--- src/rtl/fifo_sync_param.sv ---
// Parametrised synchronous FIFO.
//
// Features:
//   - Programmable almost-empty and almost-full thresholds.
//   - Fill count output.
//   - Flush input.
//   - Optional first-word-fall-through (FWFT) read mode.
//   - Overflow, underflow and sticky error reporting.
//
// Handshake: push and pop are single-cycle requests sampled on the rising edge.
//   - A push is accepted when the FIFO is not full, or when it is full and a
//     pop arrives in the same cycle (the pop frees a slot).
//   - A pop is accepted when the FIFO is not empty.
//   - A request that is not accepted leaves the contents unchanged. It raises
//     overflow (rejected push) or underflow (rejected pop) for one cycle.
//
// The registered count is the only source of the status flags.
module fifo_sync_param #(
   parameter int WIDTH    = 8,
   parameter int DEPTH    = 16,
   parameter int AE_LEVEL = 4,
   parameter int AF_LEVEL = 12,
   parameter int FWFT     = 0
) (
   input  logic                           clk,
   input  logic                           reset,
   input  logic                           flush,
   input  logic                           push,
   input  logic                           pop,
   input  logic [WIDTH-1:0]               data_in,
   input  logic                           clr_err,
   output logic [WIDTH-1:0]               data_out,
   output logic [$clog2(DEPTH+1)-1:0]     count,
   output logic                           empty,
   output logic                           almost_empty,
   output logic                           almost_full,
   output logic                           full,
   output logic                           overflow,
   output logic                           underflow,
   output logic                           error,
   output logic                           err_sticky
);

   localparam int CW = $clog2(DEPTH+1);
   localparam int PW = (DEPTH > 1) ? $clog2(DEPTH) : 1;

   logic [WIDTH-1:0] mem [DEPTH];
   logic [PW-1:0]    wr_ptr;
   logic [PW-1:0]    rd_ptr;

   logic             push_ok;
   logic             pop_ok;
   logic             ovf_next;
   logic             udf_next;
   logic [CW-1:0]    count_next;

   // Accept/reject decisions and the next fill level.
   always_comb begin
      push_ok    = 1'b0;
      pop_ok     = 1'b0;
      ovf_next   = 1'b0;
      udf_next   = 1'b0;
      count_next = count;
      pop_ok     = pop & ~empty;
      push_ok    = push & (~full | pop);
      ovf_next   = push & full & ~pop;
      udf_next   = pop & empty;
      count_next = count + CW'(push_ok) - CW'(pop_ok);
   end

   // Pointers, count, status flags and error reporting.
   always_ff @(posedge clk) begin
      if (reset) begin
         wr_ptr       <= '0;
         rd_ptr       <= '0;
         count        <= '0;
         empty        <= 1'b1;
         almost_empty <= 1'b0;
         almost_full  <= 1'b0;
         full         <= 1'b0;
         overflow     <= 1'b0;
         underflow    <= 1'b0;
         error        <= 1'b0;
         err_sticky   <= 1'b0;
      end else if (flush) begin
         // Contents are discarded.
         // Any push or pop in this cycle is ignored.
         // err_sticky is left untouched.
         wr_ptr       <= '0;
         rd_ptr       <= '0;
         count        <= '0;
         empty        <= 1'b1;
         almost_empty <= 1'b0;
         almost_full  <= 1'b0;
         full         <= 1'b0;
         overflow     <= 1'b0;
         underflow    <= 1'b0;
         error        <= 1'b0;
      end else begin
         if (push_ok) begin
            wr_ptr <= (wr_ptr == PW'(DEPTH-1)) ? '0 : wr_ptr + 1'b1;
         end
         if (pop_ok) begin
            rd_ptr <= (rd_ptr == PW'(DEPTH-1)) ? '0 : rd_ptr + 1'b1;
         end
         count        <= count_next;
         empty        <= (count_next == '0);
         almost_empty <= (count_next >= CW'(1)) && (count_next <= CW'(AE_LEVEL));
         almost_full  <= (count_next >= CW'(AF_LEVEL)) && (count_next < CW'(DEPTH));
         full         <= (count_next == CW'(DEPTH));
         overflow     <= ovf_next;
         underflow    <= udf_next;
         error        <= ovf_next | udf_next;
         // A new error wins over a simultaneous clear.
         err_sticky   <= (ovf_next | udf_next) | (err_sticky & ~clr_err);
      end
   end

   // Storage write; the array is deliberately not cleared by reset or flush.
   always_ff @(posedge clk) begin
      if (!reset && !flush && push_ok) begin
         mem[wr_ptr] <= data_in;
      end
   end

   generate
      if (FWFT != 0) begin : g_fwft
         logic [WIDTH-1:0] hold_q;
         // The head word is shown directly.
         // While empty, the last value shown is held.
         assign data_out = empty ? hold_q : mem[rd_ptr];

         // Remember what is on data_out so it can be held once the FIFO drains.
         always_ff @(posedge clk) begin
            if (reset) begin
               hold_q <= '0;
            end else begin
               hold_q <= data_out;
            end
         end
      end else begin : g_reg
         logic [WIDTH-1:0] dout_q;
         assign data_out = dout_q;

         // Registered read: the popped word appears after the accepting edge.
         always_ff @(posedge clk) begin
            if (reset) begin
               dout_q <= '0;
            end else if (!flush && pop_ok) begin
               dout_q <= mem[rd_ptr];
            end
         end
      end
   endgenerate

endmodule
--- config.mk ---
export PLATFORM = sky130hd
export DESIGN_NAME = fifo_sync_param
export DESIGN_NICKNAME = d
export VERILOG_FILES = /design/src/rtl/fifo_sync_param.sv
export SDC_FILE = /design/constraint.sdc
export NUM_CORES = 1
export LEC_CHECK = 0
export BUFFER_PORTS_ARGS = -buffer_cell sky130_fd_sc_hd__buf_2
export CELL_PAD_IN_SITES_DETAIL_PLACEMENT = 1
export CELL_PAD_IN_SITES_GLOBAL_PLACEMENT = 1
export CORE_MARGIN = 1.5
export CORE_UTILIZATION = 54
export CTS_BUF_LIST = sky130_fd_sc_hd__clkbuf_4 sky130_fd_sc_hd__clkbuf_8
export DETAILED_ROUTE_END_ITERATION = 16
export MAX_ROUTING_LAYER = met4
export PLACE_DENSITY_LB_ADDON = 0.1
export SYNTH_ARGS = -nofsm -noshare
export SYNTH_HDL_FRONTEND = slang
export SYNTH_SLANG_ARGS = --single-unit
--- constraint.sdc ---
create_clock -name clk -period 6 [get_ports clk]
set_input_delay 0 -clock clk [delete_from_list [all_inputs] [get_ports clk]]
set_output_delay 0 -clock clk [all_outputs]
set_load 0.01 [all_outputs]
Yosys cells after proc, flatten, opt, wreduce, memory -nomap -nowiden. Memory sizes are Yosys's and may differ from the RTL's. A register that Yosys moved wholly into a read port is not among the register bits. Index checks and enable logic that the tools add are counted.

Flip-flop bits (word level): 21. RAM bits: 128. Input bits: 14. Output and inout port bits: 21. Logic and storage cells: 49. Memories: 1.

Memory list: mem (depth 16, width 8, read ports 1, clocked after Yosys merged registers in 1, write ports 1, line 47) `logic [WIDTH-1:0] mem [DEPTH];`.

$add $sub $neg: 4. Order comparisons: 4. Equality and inequality tests: 3. Multiplexer cells: 4. Bitwise logic cells: 13. Reductions and logical operators: 9.

Operator list (count): 4-bit by 1-bit adder with 4-bit output, second input constant (2); 4-bit equality test, second input constant (2); 4-bit two-way mux (2); 1-bit bitwise AND (6); 5-bit by 1-bit adder with 5-bit output (1); 5-bit equality test, second input constant (1); 5-bit by 1-bit greater-or-equal comparator with 1-bit output, second input constant (1); 5-bit by 4-bit greater-or-equal comparator with 1-bit output, second input constant (1); 5-bit by 3-bit less-or-equal comparator with 1-bit output, second input constant (1); 1-bit logical AND (5); 5-bit logical NOT (1); 5-bit < comparator, second input constant (1); 5-bit by 1-bit subtractor with 5-bit output (1); 1-bit inverter (4); 1-bit OR (3); 1-bit logical NOT (2); 1-bit two-way mux (2); 2-bit OR reduction (1).

Longest topological paths before layout.
Depth after elaboration: 7. Depth in mapped cells: 12. Depth with buffers taken out: 11.

Least setup slack after synthesis. Ideal clock, no wire load.

Path kind: register to register. Start: reg full. End: reg full. Setup time: 0.096 ns. Arrival: 2.444 ns. Data required time: 5.904 ns. Path slack: 3.460 ns. Cell stages (with the launch flop): 13. Buffers on the path: 1. Period minus slack after synthesis: 2.540 ns. Cell sequence: dfxtp_1 -> nand2b_1 -> and2_1 -> clkbuf_1 -> inv_2 -> ha_1 -> inv_1 -> ha_1 -> fa_1 -> a21o_1 -> a21oi_1 -> xnor2_1 -> nor4b_1.

Word-level cells in the longest chain between the ends: 6.

RTL lines: from (decl) (line 37) `output logic full,`; from (signal assigned) (line 110) `full <= (count_next == CW'(DEPTH));`; 1-bit inverter (line 65) `push_ok = push & (~full | pop);`; 1-bit OR (line 65); 1-bit bitwise AND (line 65); 5-bit by 1-bit adder with 5-bit output (line 68) `count_next = count + CW'(push_ok) - CW'(pop_ok);`; 5-bit by 1-bit subtractor with 5-bit output (line 68); 5-bit equality test (line 110).

Every way passes these cells. A chain may end at the register's enable or synchronous reset.

Worst setup path in the final report. Same ends and word-level chain as after synthesis.

==> impl_metrics.csv <==
group,metric,value,unit
layout,fill_cells,1041,
setup_path,worst_setup_path_end_kind,"register",
clock_tree,clk_pin_slew,70,ps
setup_path,crit_type,"reg -> reg",
timing,fin_crit,2680,ps
layout,area_growth,13.0,%
grt,grt_pass1_wl,19900,µm
clock_tree,cts_setup_buffers,0,
min_path,min_path_type,"in -> reg",
timing,skew,9.29,ps
die,die_w,110,µm
layout,layout_common_cells,"edfxtp_1 (128), nor2_1 (39), buf_2 (34)",
flow_run,drv_cap,0,
timing,final.setup.tns,0,ps
grt,grt_util_all_layers,0.245,
clock_tree,ctsHtreeMaxLevel,4,
grt,grt_start_max_net_pins,33,
layout,nets,438,
die,core_area,0.0113,mm²
die,die-area,0.0122,mm²
synthesis,syn_inst,356,
clock_tree,insertion_delay,450,ps
timing,rsz0062_at_grt,"no",
clock_tree,cts_root_buf,"clkbuf_8",
layout,final_common_cell,"edfxtp_1",
timing,fmax,373,MHz
routing,vias,3274,
pwr,leakage,0.00238,µW
timing,fin_crit_sh,0.447,
synthesis,syn_area_per_cell,17.5,µm²
layout,layout-drive-gt1-share,0.242,
die,die-height,110,µm
grt,grt_pass1_vias,3508,
grt,grt_overflow_total,0,
pwr,irDropWorstVdd,0.144,mV
setup_path,required,6350,ps
die,num_io_pins,35,
clock_tree,cts_buffer_depth,2,
synthesis,yosysSeqAreaShare,0.712,
synthesis,ys_warn_count,0,
clock_tree,cts-resized-gates,0,
grt,grt_use_met2,0.394,
synthesis,syn-cell-area,0.00622,mm²
place,port_buffers,34,
clock_tree,cts_tree,"yes",
die,initial_utilization,0.549,
setup_path,crit_arrival,3030,ps
timing,slew_violations,0,
timing,setup_violations,0,
timing,maxSlewHeadroom,0.317,
grt,antenna_found_initial,0,
routing,drt_iter0_markers,144,
timing,fin_ws,3320,ps
place,place_ws,3320,ps
routing,wl_per_cell,22.7,µm
routing,route.detailed.drc,0,
synthesis,syn_nets,381,
layout,postLayoutCoreUtil,0.621,
routing,dr.pass1.iters,4,
place,dp.final_hpwl,8310,µm
synthesis,synth-seq-cells,157,
run_status,status,"completed",
setup_path,cp_max_fo,7,
pwr,power_density,291,mW/mm²
layout,stdcell_area,0.00703,mm²
die,row_count,39,
synthesis,synth_cell_type_count,35,
routing,via_per_inst,5.75,
grt,grt.met1_usage,0.310,
timing,worst_pin_slew,1020,ps
timing,hold_violations,0,
grt,grtUsageMet3,0.0529,
clock_tree,cts_hold_buf,15,
grt,grt_busiest_layer,"met2",
clock_tree,cts_made_buffers,17,
clock_tree,clock-sinks,157,
place,postPlaceCellArea,0.00651,mm²
pwr,power.total,2040,µW
setup_path,critPathLaunchType,"register",
place,place.gp.congestion,0.850,
layout,antenna_cells,0,
routing,drt_wl_total,12900,µm
routing,antenna_left,0,
-- Yosys cell counts --
cell / number / share of area
a21oi_1: 11 / 0.0089
a211o_1: 8 / 0.011
xnor2_1: 5 / 0.0070
nand2b_1: 5 / 0.0050
o21ai_1: 2 / 0.0016
a311oi_1: 1 / 0.0014
nor3_1: 4 / 0.0032
nand3b_1: 1 / 0.0012
nor2_1: 39 / 0.024
inv_2: 2 / 0.0012
dfxtp_1: 29 / 0.093
buf_6: 3 / 0.0054
buf_2: 5 / 0.0040
clkbuf_1: 6 / 0.0036
buf_12: 1 / 0.0032
nand2_1: 11 / 0.0066
edfxtp_1: 128 / 0.62
mux4_1: 3 / 0.013
a21o_1: 2 / 0.0024
inv_1: 8 / 0.0048
nor4b_1: 1 / 0.0014
nor4_1: 2 / 0.0020
ha_1: 10 / 0.020
nand3_1: 9 / 0.0072
o31ai_1: 1 / 0.0012
buf_4: 1 / 0.0012
fa_1: 1 / 0.0032
or3_1: 2 / 0.0020
xor2_1: 3 / 0.0042
a31o_1: 1 / 0.0014
or4_1: 1 / 0.0012
mux4_2: 29 / 0.11
mux2i_1: 16 / 0.026
and2_1: 4 / 0.0040
or2_1: 1 / 0.0010
-- worst max-delay path, cell delays in order, from the launching register on --
cell	delay (ps)
dfxtp_1	330
nand2b_1	120
and2_1	270
inv_2	80
ha_1	280
inv_1	40
ha_1	190
fa_1	430
a21o_1	180
a21oi_1	180
xnor2_1	240
nor4b_1	260
-- cell type report --
| class | count | area, µm² | share of cell area |
|---|---|---|---|
| Clock inverter | 14 | 128 | 0.0182 |
| Inverter | 10 | 37.5 | 0.00534 |
| Sequential cell | 157 | 4430 | 0.630 |
| Multi-Input combinational cell | 173 | 1660 | 0.236 |
| Tap cell | 143 | 179 | 0.0255 |
| Clock buffer | 18 | 241 | 0.0344 |
| Timing Repair Buffer | 54 | 358 | 0.0509 |
-- kinds of logic after synthesis --
logic type	Yosys count	share of synthesized area
AND/OR/NAND/NOR	80	0.0586
multiplexers	48	0.143
adder cells (fa/ha/maj)	11	0.0233
AO/OA/AOI/OAI	26	0.0282
flip-flops	157	0.712
buffers and inverters	26	0.0235
XOR/XNOR	8	0.0113
-- flip-flops by register name (all words and copies together) (netlist names) --
name	flops
error	1
full	1
count	5
rd_ptr	4
overflow	1
wr_ptr	4
almost_empty	1
empty	1
mem	128
data_out	8
almost_full	1
underflow	1
err_sticky	1
-- metal layers --
layer / share of wire / up-vias / routed length (µm)
li1: - / 1490 / -
met1: 0.42 / 1684 / 5440
met2: 0.52 / 90 / 6760
met3: 0.048 / 10 / 618
met4: 0.0062 / 0 / 80
met5: 0 / - / 0
-- path summary, 6_finish.rpt --
kind                                               start  slack, ps                        to  depth (start not counted)
worst max-delay path                     full$_SDFF_PP0_       3320           full$_SDFF_PP0_                         11
worst min register to register  data_out[1]$_SDFFE_PP0P_        460  data_out[1]$_SDFFE_PP0P_                          1
worst min-delay path                                 pop        380      underflow$_SDFF_PP0_                          4
worst max register to register           full$_SDFF_PP0_       3320           full$_SDFF_PP0_                         11
-- power by group --
group          internal (µW)  switching (µW)
registers               1190            6.91
logic                   49.4            66.9
clock network            366             366
-- stage by stage --
step | hold slack (ps) | cells
2_1_floorplan | 98.9 | 356
3_3_place_gp | 293 | 522
3_5_place_dp | 287 | 522
4_1_cts | 341 | 569
5_1_grt | 376 | 569
6_report | 376 | 569
No activity file was read; power rests on OpenSTA's default activity.
